$ cat src/rtl/alu_share_if.sv
// Request, ALU and response bundle between the issue logic, the shared ALU and the arbiter.
interface alu_share_if #(
  parameter int NUM_REQ = 4,
  parameter int DATA_W  = 32,
  parameter int ID_W    = 2
);
  logic [NUM_REQ-1:0]        req_valid;
  logic [NUM_REQ-1:0]        req_ready;
  logic [NUM_REQ*DATA_W-1:0] req_op1;
  logic [NUM_REQ*DATA_W-1:0] req_op2;
  logic [NUM_REQ*3-1:0]      req_alu_op;
  logic [DATA_W-1:0]         alu_operand1;
  logic [DATA_W-1:0]         alu_operand2;
  logic [2:0]                alu_op;
  logic [DATA_W-1:0]         alu_result;
  logic                      alu_zero;
  logic                      rsp_valid;
  logic                      rsp_ready;
  logic [ID_W-1:0]           rsp_id;
  logic [DATA_W-1:0]         rsp_result;
  logic                      rsp_zero;

  modport slave (
    input  req_valid, req_op1, req_op2, req_alu_op, alu_result, alu_zero, rsp_ready,
    output req_ready, alu_operand1, alu_operand2, alu_op, rsp_valid, rsp_id, rsp_result, rsp_zero
  );

  modport master (
    output req_valid, req_op1, req_op2, req_alu_op, alu_result, alu_zero, rsp_ready,
    input  req_ready, alu_operand1, alu_operand2, alu_op, rsp_valid, rsp_id, rsp_result, rsp_zero
  );
endinterface

$ cat src/rtl/alu_share_arbiter.sv
// Round-robin share of one combinational ALU among NUM_REQ requesters.
// One op in flight: grant in IDLE, ALU settles in EXEC, response held in RESP.
module alu_share_arbiter #(
  parameter int NUM_REQ = 4,
  parameter int DATA_W  = 32,
  parameter int ID_W    = 2
) (
  input  logic      clk,
  input  logic      rst_n,
  alu_share_if.slave bus
);
  typedef enum logic [1:0] {IDLE = 2'd0, EXEC = 2'd1, RESP = 2'd2} state_e;

  state_e                         state_q, state_d;
  logic [ID_W-1:0]                rr_q, rr_d;
  logic [ID_W-1:0]                id_q, id_d;
  logic [DATA_W-1:0]              op1_q, op1_d, op2_q, op2_d;
  logic [DATA_W-1:0]              res_q, res_d;
  logic [2:0]                     aop_q, aop_d;
  logic                           zero_q, zero_d, vld_q, vld_d;

  logic                           gnt_any;
  logic [ID_W-1:0]                gnt_idx, scan, rr_nxt;
  logic [NUM_REQ-1:0]             gnt_oh;
  logic [NUM_REQ-1:0][DATA_W-1:0] op1_a, op2_a;
  logic [NUM_REQ-1:0][2:0]        aop_a;

  for (genvar g = 0; g < NUM_REQ; g++) begin : g_lane
    assign op1_a[g] = bus.req_op1[g*DATA_W +: DATA_W];
    assign op2_a[g] = bus.req_op2[g*DATA_W +: DATA_W];
    assign aop_a[g] = bus.req_alu_op[g*3 +: 3];
  end

  // First valid requester at or after rr_q, wrapping modulo NUM_REQ.
  always_comb begin
    gnt_any = 1'b0;
    gnt_idx = '0;
    gnt_oh  = '0;
    scan    = '0;
    for (int k = 0; k < NUM_REQ; k++) begin
      scan = ID_W'((int'(rr_q) + k) % NUM_REQ);
      if (!gnt_any && bus.req_valid[scan]) begin
        gnt_any      = 1'b1;
        gnt_idx      = scan;
        gnt_oh[scan] = 1'b1;
      end
    end
  end

  assign rr_nxt = (gnt_idx == ID_W'(NUM_REQ-1)) ? '0 : gnt_idx + ID_W'(1);

  always_comb begin
    state_d = state_q;
    rr_d    = rr_q;
    id_d    = id_q;
    op1_d   = op1_q;
    op2_d   = op2_q;
    aop_d   = aop_q;
    res_d   = res_q;
    zero_d  = zero_q;
    vld_d   = vld_q;
    case (state_q)
      IDLE: if (gnt_any) begin
        op1_d   = op1_a[gnt_idx];
        op2_d   = op2_a[gnt_idx];
        aop_d   = aop_a[gnt_idx];
        id_d    = gnt_idx;
        rr_d    = rr_nxt;
        state_d = EXEC;
      end
      EXEC: begin
        res_d   = bus.alu_result;
        zero_d  = bus.alu_zero;
        vld_d   = 1'b1;
        state_d = RESP;
      end
      RESP: if (bus.rsp_ready) begin
        vld_d   = 1'b0;
        state_d = IDLE;
      end
      default: state_d = IDLE;
    endcase
  end

  always_ff @(posedge clk or negedge rst_n) begin
    if (!rst_n) begin
      state_q <= IDLE;
      rr_q    <= '0;
      id_q    <= '0;
      op1_q   <= '0;
      op2_q   <= '0;
      aop_q   <= 3'b000;
      res_q   <= '0;
      zero_q  <= 1'b0;
      vld_q   <= 1'b0;
    end else begin
      state_q <= state_d;
      rr_q    <= rr_d;
      id_q    <= id_d;
      op1_q   <= op1_d;
      op2_q   <= op2_d;
      aop_q   <= aop_d;
      res_q   <= res_d;
      zero_q  <= zero_d;
      vld_q   <= vld_d;
    end
  end

  // Gated by rst_n so the grant is silent while reset is held with requests pending.
  assign bus.req_ready    = (state_q == IDLE && rst_n) ? gnt_oh : '0;
  assign bus.alu_operand1 = op1_q;
  assign bus.alu_operand2 = op2_q;
  assign bus.alu_op       = aop_q;
  assign bus.rsp_valid    = vld_q;
  assign bus.rsp_id       = id_q;
  assign bus.rsp_result   = res_q;
  assign bus.rsp_zero     = zero_q;
endmodule
$ cat src/flat_wrapper.sv
// flat-port wrapper written by rule: the top's interface ports become plain ports
module alu_share_arbiter_flat 
#(
  parameter int NUM_REQ = 4,
  parameter int DATA_W  = 32,
  parameter int ID_W    = 2
)
  (clk, rst_n, bus_req_valid, bus_req_op1, bus_req_op2, bus_req_alu_op, bus_alu_result, bus_alu_zero, bus_rsp_ready, bus_req_ready, bus_alu_operand1, bus_alu_operand2, bus_alu_op, bus_rsp_valid, bus_rsp_id, bus_rsp_result, bus_rsp_zero);
  alu_share_if #(.NUM_REQ(NUM_REQ), .DATA_W(DATA_W), .ID_W(ID_W)) bus_i ();
  input  logic clk;
  input  logic rst_n;
  input wire logic [$bits(bus_i.req_valid)-1:0] bus_req_valid;
  input wire logic [$bits(bus_i.req_op1)-1:0] bus_req_op1;
  input wire logic [$bits(bus_i.req_op2)-1:0] bus_req_op2;
  input wire logic [$bits(bus_i.req_alu_op)-1:0] bus_req_alu_op;
  input wire logic [$bits(bus_i.alu_result)-1:0] bus_alu_result;
  input wire logic [$bits(bus_i.alu_zero)-1:0] bus_alu_zero;
  input wire logic [$bits(bus_i.rsp_ready)-1:0] bus_rsp_ready;
  output wire logic [$bits(bus_i.req_ready)-1:0] bus_req_ready;
  output wire logic [$bits(bus_i.alu_operand1)-1:0] bus_alu_operand1;
  output wire logic [$bits(bus_i.alu_operand2)-1:0] bus_alu_operand2;
  output wire logic [$bits(bus_i.alu_op)-1:0] bus_alu_op;
  output wire logic [$bits(bus_i.rsp_valid)-1:0] bus_rsp_valid;
  output wire logic [$bits(bus_i.rsp_id)-1:0] bus_rsp_id;
  output wire logic [$bits(bus_i.rsp_result)-1:0] bus_rsp_result;
  output wire logic [$bits(bus_i.rsp_zero)-1:0] bus_rsp_zero;
  assign bus_i.req_valid = bus_req_valid;
  assign bus_i.req_op1 = bus_req_op1;
  assign bus_i.req_op2 = bus_req_op2;
  assign bus_i.req_alu_op = bus_req_alu_op;
  assign bus_i.alu_result = bus_alu_result;
  assign bus_i.alu_zero = bus_alu_zero;
  assign bus_i.rsp_ready = bus_rsp_ready;
  assign bus_req_ready = bus_i.req_ready;
  assign bus_alu_operand1 = bus_i.alu_operand1;
  assign bus_alu_operand2 = bus_i.alu_operand2;
  assign bus_alu_op = bus_i.alu_op;
  assign bus_rsp_valid = bus_i.rsp_valid;
  assign bus_rsp_id = bus_i.rsp_id;
  assign bus_rsp_result = bus_i.rsp_result;
  assign bus_rsp_zero = bus_i.rsp_zero;
  alu_share_arbiter #(.NUM_REQ(NUM_REQ), .DATA_W(DATA_W), .ID_W(ID_W)) u_core (.clk(clk), .rst_n(rst_n), .bus(bus_i));
endmodule
$ cat config.mk
export PLATFORM = sky130hd
export DESIGN_NAME = alu_share_arbiter_flat
export DESIGN_NICKNAME = d
export VERILOG_FILES = /design/src/rtl/alu_share_if.sv /design/src/rtl/alu_share_arbiter.sv /design/src/flat_wrapper.sv
export SDC_FILE = /design/constraint.sdc
export NUM_CORES = 1
export LEC_CHECK = 0
export ABC_AREA = 1
export BUFFER_PORTS_ARGS = -buffer_cell sky130_fd_sc_hd__buf_4
export CORE_AREA = 5 5 157 159
export CTS_CLUSTER_DIAMETER = 150
export DETAILED_ROUTE_END_ITERATION = 10
export DIE_AREA = 0 0 162 164
export SLEW_MARGIN = 5
export SYNTH_ARGS = -nofsm -noshare
export SYNTH_HDL_FRONTEND = slang
export SYNTH_SLANG_ARGS = --single-unit
$ cat constraint.sdc
create_clock -name clk -period 7.66 [get_ports clk]
set_clock_uncertainty 0.15 [all_clocks]
set_input_delay 1.149 -clock clk [delete_from_list [all_inputs] [get_ports clk]]
set_output_delay 1.149 -clock clk [all_outputs]
set_load 0.02 [all_outputs]
Word-level counts from Yosys, hierarchy flattened
Cells that the tools add are included.

Bits in registers: 107. Bits of input ports: 308. Output and inout port bits: 107. Logic and storage cells: 87.

Add/sub/neg operators: 4. Order comparisons: 9. Eq/ne operators: 5. Mux-type cells: 41. Bitwise operators: 3. Reductions and logical operators: 16.

Operators with widths (number): $bmux W32 S2 (2); $mux W32 (2); $mux W4 (5); $lt A2 B3 Y1 const B (5); $mux W2 (7); $mux W1 (13); $or A4 B4 Y4 (3); $bmux W1 S2 (4); $demux W1 S2 (4); $ge A2 B1 Y1 const B (4); $logic_and A1 B1 Y1 (8); $bmux W3 S2 (1); $pmux W2 S3 (1); $reduce_and A2 Y1 (3); $add A2 B1 Y2 const B (2); $add A2 B2 Y2 const B (2); $eq A2 B2 Y1 const B (2); $logic_not A1 Y1 (3); $mux W3 (1); $eq A2 B1 Y1 const B (1); $logic_not A2 Y1 (1); $ne A2 B1 Y1 const B (1); $ne A2 B2 Y1 const B (1); $pmux W1 S2 (1); $reduce_bool A2 Y1 (1).

Logic depth before layout (Yosys ltp)
Gate-level depths: netlist of the first run.

Depth after elaboration: 14. Mapped depth: 15. Mapped depth without buffers: 14.

Least setup slack after synthesis of the first run
Ideal clock, no wire load.

Path type: in2out. Start point: input port bus_req_valid[3]. End point: output port bus_req_ready[0]. Arrival time: 2.095 ns. Data required time: 6.361 ns. Path slack: 4.266 ns. Stages on the path: 9. Path through: inv_1 > nand2_1 > nand3_2 > nand2_4 > nor2_8 > nand3b_2 > o21ai_0 > nand2_1 > inv_1.

Longest elaborated chain between the ends: 13. Elaborated cells between the ends (all ways): 25. Classes of those cells: 16 x mux; 3 x bitwise; 6 x reduce/logical.

Ends and longest elaborated chain: from (decl) (RTL line flat_wrapper.sv:12) `input wire logic [$bits(bus_i.req_valid)-1:0] bus_req_valid;`; $bmux W1 S2 (RTL line alu_share_arbiter.sv:42) `if (!gnt_any && bus.req_valid[scan]) begin`; $mux W1 (implied by the code) (RTL line alu_share_arbiter.sv:42); $mux W1 (RTL line alu_share_arbiter.sv:42); $logic_not A1 Y1 (RTL line alu_share_arbiter.sv:42); $logic_and A1 B1 Y1 (RTL line alu_share_arbiter.sv:42); $mux W1 (RTL line alu_share_arbiter.sv:42); $logic_not A1 Y1 (RTL line alu_share_arbiter.sv:42); $logic_and A1 B1 Y1 (RTL line alu_share_arbiter.sv:42); $mux W1 (RTL line alu_share_arbiter.sv:42); $logic_not A1 Y1 (RTL line alu_share_arbiter.sv:42); $logic_and A1 B1 Y1 (RTL line alu_share_arbiter.sv:42); $mux W4 (*) (RTL line alu_share_arbiter.sv:42); $mux W4 (*) (RTL line alu_share_arbiter.sv:110) `assign bus.req_ready = (state_q == IDLE && rst_n) ? gnt_oh : '0;`; to (decl) (RTL line flat_wrapper.sv:19) `output wire logic [$bits(bus_i.req_ready)-1:0] bus_req_ready;`.

Mark *: on every way between the ends. The rest lies on a longest branch, timed or not. The select of a mux whose other input is x is not followed.

Worst setup path in the final report of the first run
Start point: register u_core.rr_q[0]. End point: register u_core.op1_q[5], in the netlist u_core.bus.alu_operand1[5].

Longest elaborated chain between the ends: 14. Elaborated cells between the ends (all ways): 28. Classes of those cells: 3 x add/sub; 18 x mux; 7 x reduce/logical.

Ends and longest elaborated chain: from (decl) (RTL line alu_share_arbiter.sv:15) `logic [ID_W-1:0] rr_q, rr_d;`; from (signal assigned) (RTL line alu_share_arbiter.sv:98) `rr_q <= rr_d;`; branches (longest 14 deep; another with $add A2 B1 Y2); to (signal assigned) (RTL line alu_share_arbiter.sv:100) `op1_q <= op1_d;`; to (decl) (RTL line alu_share_arbiter.sv:17) `logic [DATA_W-1:0] op1_q, op1_d, op2_q, op2_d;`.

Several ways; the timed one is not identified. The select of a mux whose other input is x is not followed. A chain may end at the register's enable or synchronous reset.

==> results of run 1 <==
## kinds of logic after synthesis
family                   share of synthesized area (%)
AND/OR/NAND/NOR                                   46.8
buffers and inverters                             14.3
flip-flops                                        35.8
AO/OA/AOI/OAI                                     1.71
adder cells (fa/ha/maj)                           1.34
## metal layers
metal / up-vias / routed length (um) / track usage, % / share of wire (%)
met3: 24 / 2710 / 6.27 / 9.3
met4: 0 / 348 / 5.07 / 1.2
met1: 3915 / 11600 / 25.7 / 40
met5: - / 0 / 0 / 0
li1: 4271 / - / - / -
met2: 347 / 14500 / 36.8 / 50
## cell usage after synthesis
library cell / number
inv_2: 4
nand3_4: 1
or2_2: 42
buf_6: 3
buf_2: 31
a31oi_1: 4
nand3b_2: 1
nor2_1: 39
nor2_2: 2
o21ai_0: 10
o21ai_1: 2
nand4_1: 48
or2_1: 1
nor2_8: 3
clkinv_1: 1
nand3_2: 3
buf_4: 6
a21boi_1: 1
clkbuf_1: 26
o21ai_2: 2
ha_1: 8
nand3b_1: 34
nand2_1: 430
nand2_2: 6
nand3_1: 142
dfrtp_1: 107
a21oi_1: 1
nor3b_1: 1
nor2_4: 1
nand2_4: 1
o22ai_1: 2
inv_1: 192
## sequential cells by signal, indices dropped and copies added (netlist names)
register	count
u_core.bus.alu_operand1	32
u_core.bus.alu_operand2	32
u_core.bus.rsp_result	32
u_core.bus.alu_op	3
u_core.bus.rsp_id	2
u_core.rr_q	2
u_core.state_q	2
u_core.bus.rsp_valid	1
u_core.bus.rsp_zero	1
## through the flow
step	cell area, sq um	setup slack [ns]	utilization, %	total power [mW]	instances
2_1_floorplan	7470	4.27	-	3.82	1155
3_3_place_gp	10700	3.17	46.2	4.93	1800
3_5_place_dp	10700	3.07	46.2	4.99	1800
4_1_cts	11000	3.12	47.6	5.49	1816
5_1_grt	11000	2.81	47.6	5.96	1816
6_report	11000	3.14	47.6	5.40	1816
## layout make-up
class / instances / share of cell area, %
multi-input cells: 785 / 34.0
clock inverters: 7 / 0.831
repair buffers: 421 / 28.7
inverters: 197 / 6.72
clock buffers: 9 / 2.05
well taps: 290 / 3.30
flip-flops and latches: 107 / 24.3
## final timing paths
path                                                 from                     endpoint  slack [ns]  cells after the start
worst max-delay path                       u_core.rr_q[0]   u_core.bus.alu_operand1[5]        3.14                     11
worst min-delay path            u_core.bus.rsp_result[21]    u_core.bus.rsp_result[21]        0.33                      2
worst max register to register             u_core.rr_q[0]   u_core.bus.alu_operand1[5]        3.14                     11
worst min register to register  u_core.bus.rsp_result[21]    u_core.bus.rsp_result[21]        0.33                      2
max in group asynchronous                           rst_n  u_core.bus.alu_operand1[21]        5.45                      2
min in group asynchronous                           rst_n    u_core.bus.rsp_result[10]        0.71                      1
## power breakdown
group | internal (mW) | leakage (nW) | switching, mW | total, mW
Combinational | 1.37 | 5.04 | 2.48 | 3.85
Sequential | 0.878 | 1.31 | 0.185 | 1.06
Clock | 0.237 | 0.152 | 0.250 | 0.487
## worst max-delay path: cells and delay by family, from the launching register on
kind / cells / cell delay (ns)
buf+inv: 2 / 0.41
simple gates: 8 / 2.75
fa+ha+maj: 1 / 0.40
flops: 1 / 0.60
==> run_summary.xml, run 1 <==
<?xml version="1.0" encoding="UTF-8"?>
<metrics>
  <group name="floorplan">
    <metric name="num_io_pins" unit="">415</metric>
    <metric name="die-area" unit="sq um">26600</metric>
    <metric name="start_util" unit="%">32.3</metric>
    <metric name="fp.dieW" unit="um">162</metric>
    <metric name="design.core.area" unit="sq um">23100</metric>
    <metric name="die_h" unit="um">164</metric>
    <metric name="placementRows" unit="">56</metric>
  </group>
  <group name="cts">
    <metric name="postCtsHoldBufs" unit="">0</metric>
    <metric name="post_cts_buffers" unit="">0</metric>
    <metric name="clock_insertion_delay_worst_skew" unit="ns">0.36</metric>
    <metric name="clk_pin_slew" unit="ns">0.09</metric>
    <metric name="tritoncts" unit="">yes</metric>
    <metric name="cts.path.max_buffers" unit="">2</metric>
    <metric name="post_cts_resize_count" unit="">0</metric>
    <metric name="cts_max_level" unit="">3</metric>
    <metric name="numCtsBuffers" unit="">9</metric>
    <metric name="clk_root_buffer_cell" unit="">clkbuf_16</metric>
    <metric name="clock_sink_count" unit="">107</metric>
  </group>
  <group name="sta">
    <metric name="final_max_slew_viol_count" unit="">0</metric>
    <metric name="fin_crit" unit="ns">4.52</metric>
    <metric name="count_of_endpoints_failing_hold_in_the_final_timing_report" unit="">0</metric>
    <metric name="timing.hold.ws" unit="ns">0.325</metric>
    <metric name="maxSlewHeadroom" unit="%">25.1</metric>
    <metric name="final.setup.tns" unit="ns">0</metric>
    <metric name="grt_setup_unrepaired" unit="">no</metric>
    <metric name="timing_worst_slew_pin_value" unit="ns">1.12</metric>
    <metric name="fin_crit_sh" unit="%">59.0</metric>
    <metric name="max_clock_freq" unit="GHz">0.221</metric>
    <metric name="final_setup_violation_count" unit="">0</metric>
  </group>
  <group name="global_route">
    <metric name="track_usage" unit="%">21.1</metric>
    <metric name="grt.overflow.total" unit="">0</metric>
    <metric name="grt_max_degree" unit="">80</metric>
    <metric name="grt_pass1_wl" unit="mm">44.5</metric>
    <metric name="grt_pass1_vias" unit="">8211</metric>
    <metric name="initial_antenna_violation_count" unit="">0</metric>
  </group>
  <group name="setup_path">
    <metric name="cp_cell_sequence" unit="">inv_2 &gt; ha_1 &gt; inv_1 &gt; nand2_1 &gt; nand2_2 &gt; nor2_8 &gt; nand3_4 &gt; nand2_4 &gt; nor2_4 &gt; nand3b_1 &gt; nand3_1</metric>
    <metric name="timing.critical_path.from_type" unit="">register</metric>
    <metric name="worst-path-max-fanout" unit="">70</metric>
    <metric name="worst_ep_arrival_time" unit="ns">4.66</metric>
    <metric name="timing.critical_path.slowest_stage_cell" unit="">nor2_4</metric>
    <metric name="setup.worst_path.end_class" unit="">register</metric>
    <metric name="crit_type" unit="">reg2reg</metric>
    <metric name="critPathRequiredTime" unit="ns">7.80</metric>
    <metric name="critical_path.max_stage_delay" unit="ns">1.09</metric>
  </group>
  <group name="synthesis">
    <metric name="syn-cell-area" unit="sq um">7470</metric>
    <metric name="synth_top_area_share" unit="%">35.8</metric>
    <metric name="post-synth-top-area-cell" unit="">dfrtp_1</metric>
    <metric name="postSynthRegisterBits" unit="">107</metric>
    <metric name="synthesized_netlist_net_count" unit="">1471</metric>
    <metric name="yosysSeqAreaShare" unit="%">35.8</metric>
    <metric name="synth.area.top_cells" unit="">dfrtp_1, nand2_1, inv_1</metric>
    <metric name="ys.warnings.count" unit="">0</metric>
    <metric name="netlist_instances" unit="">1155</metric>
    <metric name="synthDistinctLibCells" unit="">32</metric>
    <metric name="synthesis.area_per_instance" unit="sq um">6.47</metric>
  </group>
  <group name="drt">
    <metric name="detail-route-antenna-nets" unit="">0</metric>
    <metric name="vias_per_cell" unit="">4.71</metric>
    <metric name="routed_wirelength" unit="mm">29.2</metric>
    <metric name="drtIter0Drc" unit="">550</metric>
    <metric name="route.vias.total" unit="">8557</metric>
    <metric name="drc_viols" unit="">0</metric>
    <metric name="wl_per_cell" unit="um">16.1</metric>
    <metric name="detail_route.first_pass.iterations" unit="">7</metric>
  </group>
  <group name="place">
    <metric name="detailed_place_hpwl" unit="mm">22.7</metric>
    <metric name="gp_congestion" unit="">0.889</metric>
    <metric name="port_buffers" unit="">414</metric>
  </group>
  <group name="outcome">
    <metric name="result_of_the_run" unit="">finished clean</metric>
  </group>
  <group name="pwr">
    <metric name="irDropWorstVdd" unit="uV">229</metric>
    <metric name="leakagePower" unit="nW">6.50</metric>
    <metric name="power_density_over_the_cells" unit="nW/um^2">491</metric>
  </group>
  <group name="final_layout">
    <metric name="area.growth.synth_to_final" unit="%">47.2</metric>
    <metric name="final_common_cell" unit="">nand2_1</metric>
    <metric name="ff_latch_area" unit="sq um">2680</metric>
    <metric name="multi_input_area" unit="sq um">3740</metric>
    <metric name="number_of_fill_cells_in_the_layout" unit="">2419</metric>
    <metric name="post_route_cells_drive_above_1_share" unit="%">33.1</metric>
    <metric name="insertedDiodeCount" unit="">0</metric>
    <metric name="final_net_count" unit="">1837</metric>
    <metric name="most-common-layout-cells" unit="">nand2_1, buf_4, inv_1</metric>
  </group>
  <group name="worst_hold_path">
    <metric name="worstHoldPathType" unit="">reg2reg</metric>
  </group>
  <group name="job">
    <metric name="max_cap_viol_count" unit="">0</metric>
  </group>
</metrics>
No activity file was read; power rests on OpenSTA's default activity.
==> run 2: changes to the inputs <==
==> constraint.sdc (replaced) <==
create_clock -name clk -period 4.6 [get_ports clk]
set_clock_uncertainty 0.15 [all_clocks]
set_input_delay 0.69 -clock clk [delete_from_list [all_inputs] [get_ports clk]]
set_output_delay 0.69 -clock clk [all_outputs]
set_load 0.02 [all_outputs]
==> run 2 against run 1 <==
Against the previous run:
- highest routed layer unchanged
- critical endpoint is now u_core.bus.alu_operand2[5]
- critical path depth rose by 1
- power grew 69%
- routed wire length rose by 0.61%
- worst setup slack worse by 2.1 ns
- sequential share of layout area down 0.12 points
==> run_summary.xml, run 2 (synthesis gave the netlist of run 1 again) <==
<?xml version="1.0" encoding="UTF-8"?>
<metrics>
  <group name="drt">
    <metric name="wl_per_cell" unit="um">16.1</metric>
    <metric name="vias_per_cell" unit="">4.68</metric>
    <metric name="routed_wirelength" unit="mm">29.4</metric>
    <metric name="drc_viols" unit="">0</metric>
    <metric name="detail-route-antenna-nets" unit="">0</metric>
    <metric name="detail_route.first_pass.iterations" unit="">5</metric>
    <metric name="drtIter0Drc" unit="">599</metric>
    <metric name="route.vias.total" unit="">8521</metric>
  </group>
  <group name="cts">
    <metric name="clock_insertion_delay_worst_skew" unit="ns">0.37</metric>
    <metric name="cts_max_level" unit="">3</metric>
    <metric name="clk_root_buffer_cell" unit="">clkbuf_16</metric>
    <metric name="cts.path.max_buffers" unit="">2</metric>
    <metric name="clk_pin_slew" unit="ns">0.09</metric>
    <metric name="postCtsHoldBufs" unit="">0</metric>
    <metric name="tritoncts" unit="">yes</metric>
    <metric name="numCtsBuffers" unit="">9</metric>
    <metric name="clock_sink_count" unit="">107</metric>
    <metric name="post_cts_resize_count" unit="">0</metric>
    <metric name="post_cts_buffers" unit="">0</metric>
  </group>
  <group name="final_layout">
    <metric name="number_of_fill_cells_in_the_layout" unit="">2426</metric>
    <metric name="most-common-layout-cells" unit="">nand2_1, buf_4, inv_1</metric>
    <metric name="finish.instance_area" unit="sq um">11100</metric>
    <metric name="post_route_cells_drive_above_1_share" unit="%">33.3</metric>
    <metric name="final_common_cell" unit="">nand2_1</metric>
    <metric name="area.growth.synth_to_final" unit="%">47.9</metric>
    <metric name="insertedDiodeCount" unit="">0</metric>
    <metric name="final_net_count" unit="">1841</metric>
  </group>
  <group name="sta">
    <metric name="fin_crit" unit="ns">3.58</metric>
    <metric name="final_setup_violation_count" unit="">0</metric>
    <metric name="timing.hold.ws" unit="ns">0.179</metric>
    <metric name="max_clock_freq" unit="GHz">0.279</metric>
    <metric name="maxSlewHeadroom" unit="%">35.9</metric>
    <metric name="count_of_endpoints_failing_hold_in_the_final_timing_report" unit="">0</metric>
    <metric name="timing_worst_slew_pin_value" unit="ns">0.956</metric>
    <metric name="grt_setup_unrepaired" unit="">no</metric>
    <metric name="final.setup.tns" unit="ns">0</metric>
    <metric name="fin_crit_sh" unit="%">77.9</metric>
    <metric name="final_max_slew_viol_count" unit="">0</metric>
  </group>
  <group name="place">
    <metric name="port_buffers" unit="">414</metric>
    <metric name="detailed_place_hpwl" unit="mm">22.7</metric>
    <metric name="gp_congestion" unit="">0.909</metric>
    <metric name="place_area" unit="sq um">10700</metric>
  </group>
  <group name="global_route">
    <metric name="initial_antenna_violation_count" unit="">0</metric>
    <metric name="grt_pass1_wl" unit="mm">44.3</metric>
    <metric name="track_usage" unit="%">20.9</metric>
    <metric name="grt.overflow.total" unit="">0</metric>
    <metric name="grt_pass1_vias" unit="">8271</metric>
    <metric name="grt_max_degree" unit="">95</metric>
  </group>
  <group name="floorplan">
    <metric name="die_h" unit="um">164</metric>
    <metric name="die-area" unit="sq um">26600</metric>
    <metric name="fp.dieW" unit="um">162</metric>
    <metric name="start_util" unit="%">32.3</metric>
    <metric name="num_io_pins" unit="">415</metric>
    <metric name="placementRows" unit="">56</metric>
    <metric name="design.core.area" unit="sq um">23100</metric>
  </group>
  <group name="setup_path">
    <metric name="reg2reg_from" unit="">u_core.rr_q[0]</metric>
    <metric name="crit_type" unit="">reg2reg</metric>
    <metric name="timing.critical_path.from_type" unit="">register</metric>
    <metric name="cp_cell_sequence" unit="">inv_2 &gt; ha_1 &gt; inv_1 &gt; nand2_1 &gt; nand2_2 &gt; nor2_8 &gt; nand3_4 &gt; nand3_4 &gt; buf_12 &gt; or2_2 &gt; nand3_1 &gt; nand3_1</metric>
    <metric name="setup.worst_path.end_class" unit="">register</metric>
    <metric name="worst-path-max-fanout" unit="">94</metric>
    <metric name="worst_ep_arrival_time" unit="ns">3.68</metric>
    <metric name="critical_path.max_stage_delay" unit="ns">0.56</metric>
    <metric name="crit-reg2reg-capture" unit="">u_core.bus.alu_operand2[5]</metric>
    <metric name="reg2reg_depth" unit="">12</metric>
    <metric name="critPathRequiredTime" unit="ns">4.70</metric>
    <metric name="timing.critical_path.slowest_stage_cell" unit="">dfrtp_1</metric>
    <metric name="r2r_setup_slack" unit="ns">1.02</metric>
  </group>
  <group name="outcome">
    <metric name="result_of_the_run" unit="">finished clean</metric>
  </group>
  <group name="pwr">
    <metric name="irDropWorstVdd" unit="uV">574</metric>
    <metric name="total_power" unit="mW">9.10</metric>
    <metric name="leakagePower" unit="nW">6.53</metric>
    <metric name="power_density_over_the_cells" unit="nW/um^2">824</metric>
  </group>
  <group name="job">
    <metric name="max_cap_viol_count" unit="">0</metric>
  </group>
  <group name="worst_hold_path">
    <metric name="worstHoldPathType" unit="">in2async</metric>
  </group>
</metrics>
## run 2: cell types whose count changed in the layout (fill, tap and decap cells not counted), sizes merged
cell and delta:
buf +4
## run 2: through the flow
step                      cells  utilization, %  worst slack (ns)
final                      1820            47.8              1.02
after global routing       1820            47.8             0.756
after global placement     1804            46.4              1.12
after CTS                  1820            47.8              1.01
after detailed placement   1804            46.4              1.01
after floorplan            1155               -              1.87
## run 2: final cells by class
cell class	instances	area, sq um	share of cell area [%]
clock buffers	9	225	2.04
clock inverters	7	91.3	0.826
inverters	197	739	6.69
multi-input cells	785	3740	33.8
flip-flops and latches	107	2680	24.2
well taps	290	363	3.28
repair buffers	425	3220	29.1
## run 2: worst max path at each step
stage / from / cells after the start / endpoint
3_5_place_dp: u_core.rr_q[0] / 12 / u_core.bus.alu_operand2[12]
3_3_place_gp: u_core.rr_q[0] / 12 / u_core.bus.alu_operand1[2]
6_report: u_core.rr_q[0] / 12 / u_core.bus.alu_operand2[5]
4_1_cts: u_core.rr_q[0] / 12 / u_core.bus.alu_operand2[12]
2_1_floorplan: u_core.rr_q[0] / 11 / bus_req_ready[2]
5_1_grt: u_core.rr_q[0] / 12 / u_core.bus.alu_operand1[9]
## run 2: report_power, final
group          internal [mW]  switching (mW)  total (mW)
Clock                  0.395           0.436       0.831
Combinational           2.34            4.16        6.51
Sequential              1.46           0.303        1.76
Total                   4.20            4.90        9.10
## run 2: critical path, delay by kind of cell, from the launching register on
kind,cells,cell delay [ns]
flops,1,0.56
simple gates,8,1.53
buf+inv,3,0.79
fa+ha+maj,1,0.38
## run 2: metal layers
metal	track usage (%)	routed length [um]	share of wire, %
met1	26.5	12000	41
met2	35.2	14200	48
met3	5.87	2450	8.4
met4	6.00	667	2.3
met5	0	0	0
==> run 3: changes to the inputs <==
--- a/config.mk
+++ b/config.mk
@@ -5,12 +5,12 @@
 export SDC_FILE = /design/constraint.sdc
 export NUM_CORES = 1
 export LEC_CHECK = 0
-export ABC_AREA = 1
+export ABC_AREA = 0
 export BUFFER_PORTS_ARGS = -buffer_cell sky130_fd_sc_hd__buf_4
-export CORE_AREA = 5 5 157 159
+export CORE_AREA = 5 5 156 158
 export CTS_CLUSTER_DIAMETER = 150
 export DETAILED_ROUTE_END_ITERATION = 10
-export DIE_AREA = 0 0 162 164
+export DIE_AREA = 0 0 161 163
 export SLEW_MARGIN = 5
 export SYNTH_ARGS = -nofsm -noshare
 export SYNTH_HDL_FRONTEND = slang
==> constraint.sdc (replaced) <==
create_clock -name clk -period 3.1 [get_ports clk]
set_clock_uncertainty 0.15 [all_clocks]
set_input_delay 0.465 -clock clk [delete_from_list [all_inputs] [get_ports clk]]
set_output_delay 0.465 -clock clk [all_outputs]
set_load 0.02 [all_outputs]
==> run 3 against run 2 <==
Against the previous run:
- clock power increased by 53%
- cell count shrank 22%
- worst setup slack worse by 0.94 ns
- flip-flop and latch count stayed put
- highest routed layer unchanged
- sequential power grew 49%
- sequential share of layout area up 0.083 points
- routed wire length is 9.6% higher
- non-clock buffer count up 26
==> run_summary.xml, run 3 <==
<?xml version="1.0" encoding="UTF-8"?>
<metrics>
  <group name="cts">
    <metric name="post_cts_buffers" unit="">0</metric>
    <metric name="numCtsBuffers" unit="">9</metric>
    <metric name="clock_insertion_delay_worst_skew" unit="ns">0.37</metric>
    <metric name="cts.path.max_buffers" unit="">2</metric>
    <metric name="tritoncts" unit="">yes</metric>
    <metric name="clk_root_buffer_cell" unit="">clkbuf_16</metric>
    <metric name="cts_max_level" unit="">3</metric>
    <metric name="clk_pin_slew" unit="ns">0.10</metric>
    <metric name="post_cts_resize_count" unit="">0</metric>
    <metric name="clock_sink_count" unit="">107</metric>
    <metric name="postCtsHoldBufs" unit="">0</metric>
  </group>
  <group name="place">
    <metric name="gp_congestion" unit="">0.820</metric>
    <metric name="detailed_place_hpwl" unit="mm">23.7</metric>
    <metric name="port_buffers" unit="">414</metric>
  </group>
  <group name="sta">
    <metric name="timing_worst_slew_pin_value" unit="ns">0.818</metric>
    <metric name="fin_crit_sh" unit="%">97.6</metric>
    <metric name="final_max_slew_viol_count" unit="">0</metric>
    <metric name="grt_setup_unrepaired" unit="">yes</metric>
    <metric name="max_clock_freq" unit="GHz">0.331</metric>
    <metric name="maxSlewHeadroom" unit="%">45.4</metric>
    <metric name="fin_crit" unit="ns">3.02</metric>
    <metric name="final_setup_violation_count" unit="">0</metric>
    <metric name="count_of_endpoints_failing_hold_in_the_final_timing_report" unit="">0</metric>
  </group>
  <group name="final_layout">
    <metric name="final_net_count" unit="">1436</metric>
    <metric name="area.growth.synth_to_final" unit="%">56.2</metric>
    <metric name="most-common-layout-cells" unit="">buf_4, dfrtp_1, o21bai_1</metric>
    <metric name="post_route_cells_drive_above_1_share" unit="%">49.3</metric>
    <metric name="final_common_cell" unit="">buf_4</metric>
    <metric name="number_of_fill_cells_in_the_layout" unit="">2209</metric>
    <metric name="utilization" unit="%">47.9</metric>
    <metric name="insertedDiodeCount" unit="">0</metric>
  </group>
  <group name="setup_path">
    <metric name="cp-endpoint" unit="">bus_req_ready[3]</metric>
    <metric name="crit_type" unit="">reg2out</metric>
    <metric name="reg2reg_from" unit="">u_core.rr_q[1]</metric>
    <metric name="reg2reg_depth" unit="">11</metric>
    <metric name="critPathRequiredTime" unit="ns">2.48</metric>
    <metric name="worst-path-max-fanout" unit="">6</metric>
    <metric name="startpoint" unit="">u_core.rr_q[1]</metric>
    <metric name="crit-reg2reg-capture" unit="">u_core.bus.alu_operand1[28]</metric>
    <metric name="timing.critical_path.from_type" unit="">register</metric>
    <metric name="setup.worst_path.end_class" unit="">primary output</metric>
    <metric name="worst_ep_arrival_time" unit="ns">2.41</metric>
    <metric name="r2r_setup_slack" unit="ns">0.18</metric>
  </group>
  <group name="synthesis">
    <metric name="yosysSeqAreaShare" unit="%">37.9</metric>
    <metric name="postSynthRegisterBits" unit="">107</metric>
    <metric name="synthDistinctLibCells" unit="">44</metric>
    <metric name="synth.top_cells.by_count" unit="">dfrtp_1, o21bai_1, a22oi_1</metric>
    <metric name="synth.area.top_cells" unit="">dfrtp_1, o21bai_1, a32oi_1</metric>
    <metric name="postSynth.topFlopCell" unit="">dfrtp_1</metric>
    <metric name="synthesis.area_per_instance" unit="sq um">9.57</metric>
    <metric name="post-synth-top-count-cell" unit="">dfrtp_1</metric>
    <metric name="netlist_instances" unit="">737</metric>
    <metric name="ys.warnings.count" unit="">0</metric>
    <metric name="synth_top_area_share" unit="%">37.9</metric>
    <metric name="post-synth-top-area-cell" unit="">dfrtp_1</metric>
    <metric name="synthesized_netlist_net_count" unit="">1053</metric>
    <metric name="synthArstFlopShare" unit="%">100</metric>
    <metric name="syn-cell-area" unit="sq um">7060</metric>
    <metric name="synth-edff-count" unit="">0</metric>
  </group>
  <group name="worst_hold_path">
    <metric name="worstHoldPathType" unit="">in2reg</metric>
    <metric name="timing.hold.worst.start" unit="">bus_alu_result[30]</metric>
  </group>
  <group name="drt">
    <metric name="routed_wirelength" unit="mm">32.2</metric>
    <metric name="vias_per_cell" unit="">5.60</metric>
    <metric name="drc_viols" unit="">0</metric>
    <metric name="route.vias.total" unit="">7924</metric>
    <metric name="drtIter0Drc" unit="">524</metric>
    <metric name="wl_per_cell" unit="um">22.7</metric>
    <metric name="detail-route-antenna-nets" unit="">0</metric>
    <metric name="detail_route.first_pass.iterations" unit="">5</metric>
  </group>
  <group name="job">
    <metric name="max_cap_viol_count" unit="">0</metric>
  </group>
  <group name="global_route">
    <metric name="grt_pass1_wl" unit="mm">47.8</metric>
    <metric name="track_usage" unit="%">23.2</metric>
    <metric name="grt_max_degree" unit="">99</metric>
    <metric name="grt_pass1_vias" unit="">8174</metric>
    <metric name="initial_antenna_violation_count" unit="">0</metric>
    <metric name="grt.overflow.total" unit="">0</metric>
  </group>
  <group name="pwr">
    <metric name="leakagePower" unit="nW">4.93</metric>
    <metric name="irDropWorstVdd" unit="uV">489</metric>
    <metric name="power_density_over_the_cells" unit="nW/um^2">1120</metric>
    <metric name="total_power" unit="mW">12.4</metric>
  </group>
  <group name="floorplan">
    <metric name="placementRows" unit="">56</metric>
    <metric name="design.core.area" unit="sq um">23000</metric>
    <metric name="start_util" unit="%">30.7</metric>
    <metric name="num_io_pins" unit="">415</metric>
    <metric name="die-area" unit="sq um">26200</metric>
    <metric name="fp.dieW" unit="um">161</metric>
    <metric name="die_h" unit="um">163</metric>
  </group>
  <group name="outcome">
    <metric name="result_of_the_run" unit="">finished clean</metric>
  </group>
</metrics>
==> run 3: cell count changes after synthesis, moves of 34 or more <==
cell,before,now
nand3_1,142,67
nand4_1,48,3
nand3b_1,34,0
inv_1,192,6
mux2_2,0,34
nand2_1,430,5
o21bai_1,0,103
o211ai_1,0,68
a32oi_1,0,66
a22oi_1,0,70
==> run 3: kinds of logic (layout without fill, tap and decap cells) <==
logic type | after synthesis | count (layout) | synth area share (%)
buffers and inverters | 85 | 473 | 5.39
and+or+nand+nor | 165 | 165 | 11.9
AOI/OAI and AO/OA | 332 | 332 | 36.5
DFF | 107 | 107 | 37.9
muxes | 40 | 40 | 6.83
adders and majority gates | 8 | 8 | 1.42
==> run 3: layer usage <==
metal | share of wire, % | global-route usage, % | vias up
li1 | - | - | 3685
met1 | 39 | 27.6 | 3832
met4 | 2.3 | 6.48 | 0
met2 | 50 | 39.7 | 366
met3 | 9.4 | 8.25 | 41
met5 | 0 | 0 | -
==> run 3: metrics by stage <==
step                worst slack, ns  area [sq um]  std cells  TNS (ns)  hold slack [ns]
floorplan                    0.0314          7070        737         0           0.0194
global placement              0.241         10700       1399         0            0.313
detailed placement            0.175         10700       1399         0            0.317
CTS                          0.0159         11000       1415         0            0.159
global route                -0.0265         11000       1415   -0.0640            0.158
finish                       0.0751         11000       1415         0            0.173
==> run 3: critical path, cell delays in order (launching register included) <==
cell,delay [ns]
dfrtp_1,0.37
inv_2,0.06
ha_4,0.30
mux4_2,0.59
nor2b_4,0.18
a22oi_1,0.09
nor2_1,0.15
a221oi_2,0.05
nor2_1,0.12
buf_4,0.15
==> run 3: cell type report <==
type | instances | area [sq um] | area share (%)
inverter | 6 | 22.5 | 0.204
tap | 290 | 363 | 3.29
timing repair buffer | 451 | 3530 | 32.0
multi-input combinational | 545 | 4110 | 37.3
clock inverter | 7 | 91.3 | 0.829
sequential | 107 | 2680 | 24.3
clock buffer | 9 | 225 | 2.04
==> run 3: worst min path at each step <==
stage | slack [ns] | endpoint | cells after the start
2_1_floorplan | 0.02 | u_core.bus.alu_op[0] | 0
3_3_place_gp | 0.31 | u_core.bus.rsp_id[1] | 1
3_5_place_dp | 0.32 | u_core.bus.rsp_id[1] | 1
4_1_cts | 0.16 | u_core.bus.rsp_result[26] | 2
5_1_grt | 0.16 | u_core.bus.rsp_result[12] | 2
6_report | 0.17 | u_core.bus.rsp_result[30] | 2
==> run 3: power by group <==
part           switching, mW  internal, mW
Combinational           4.90          3.58
Clock                  0.671         0.597
Sequential             0.456          2.18
Total                   6.03          6.36
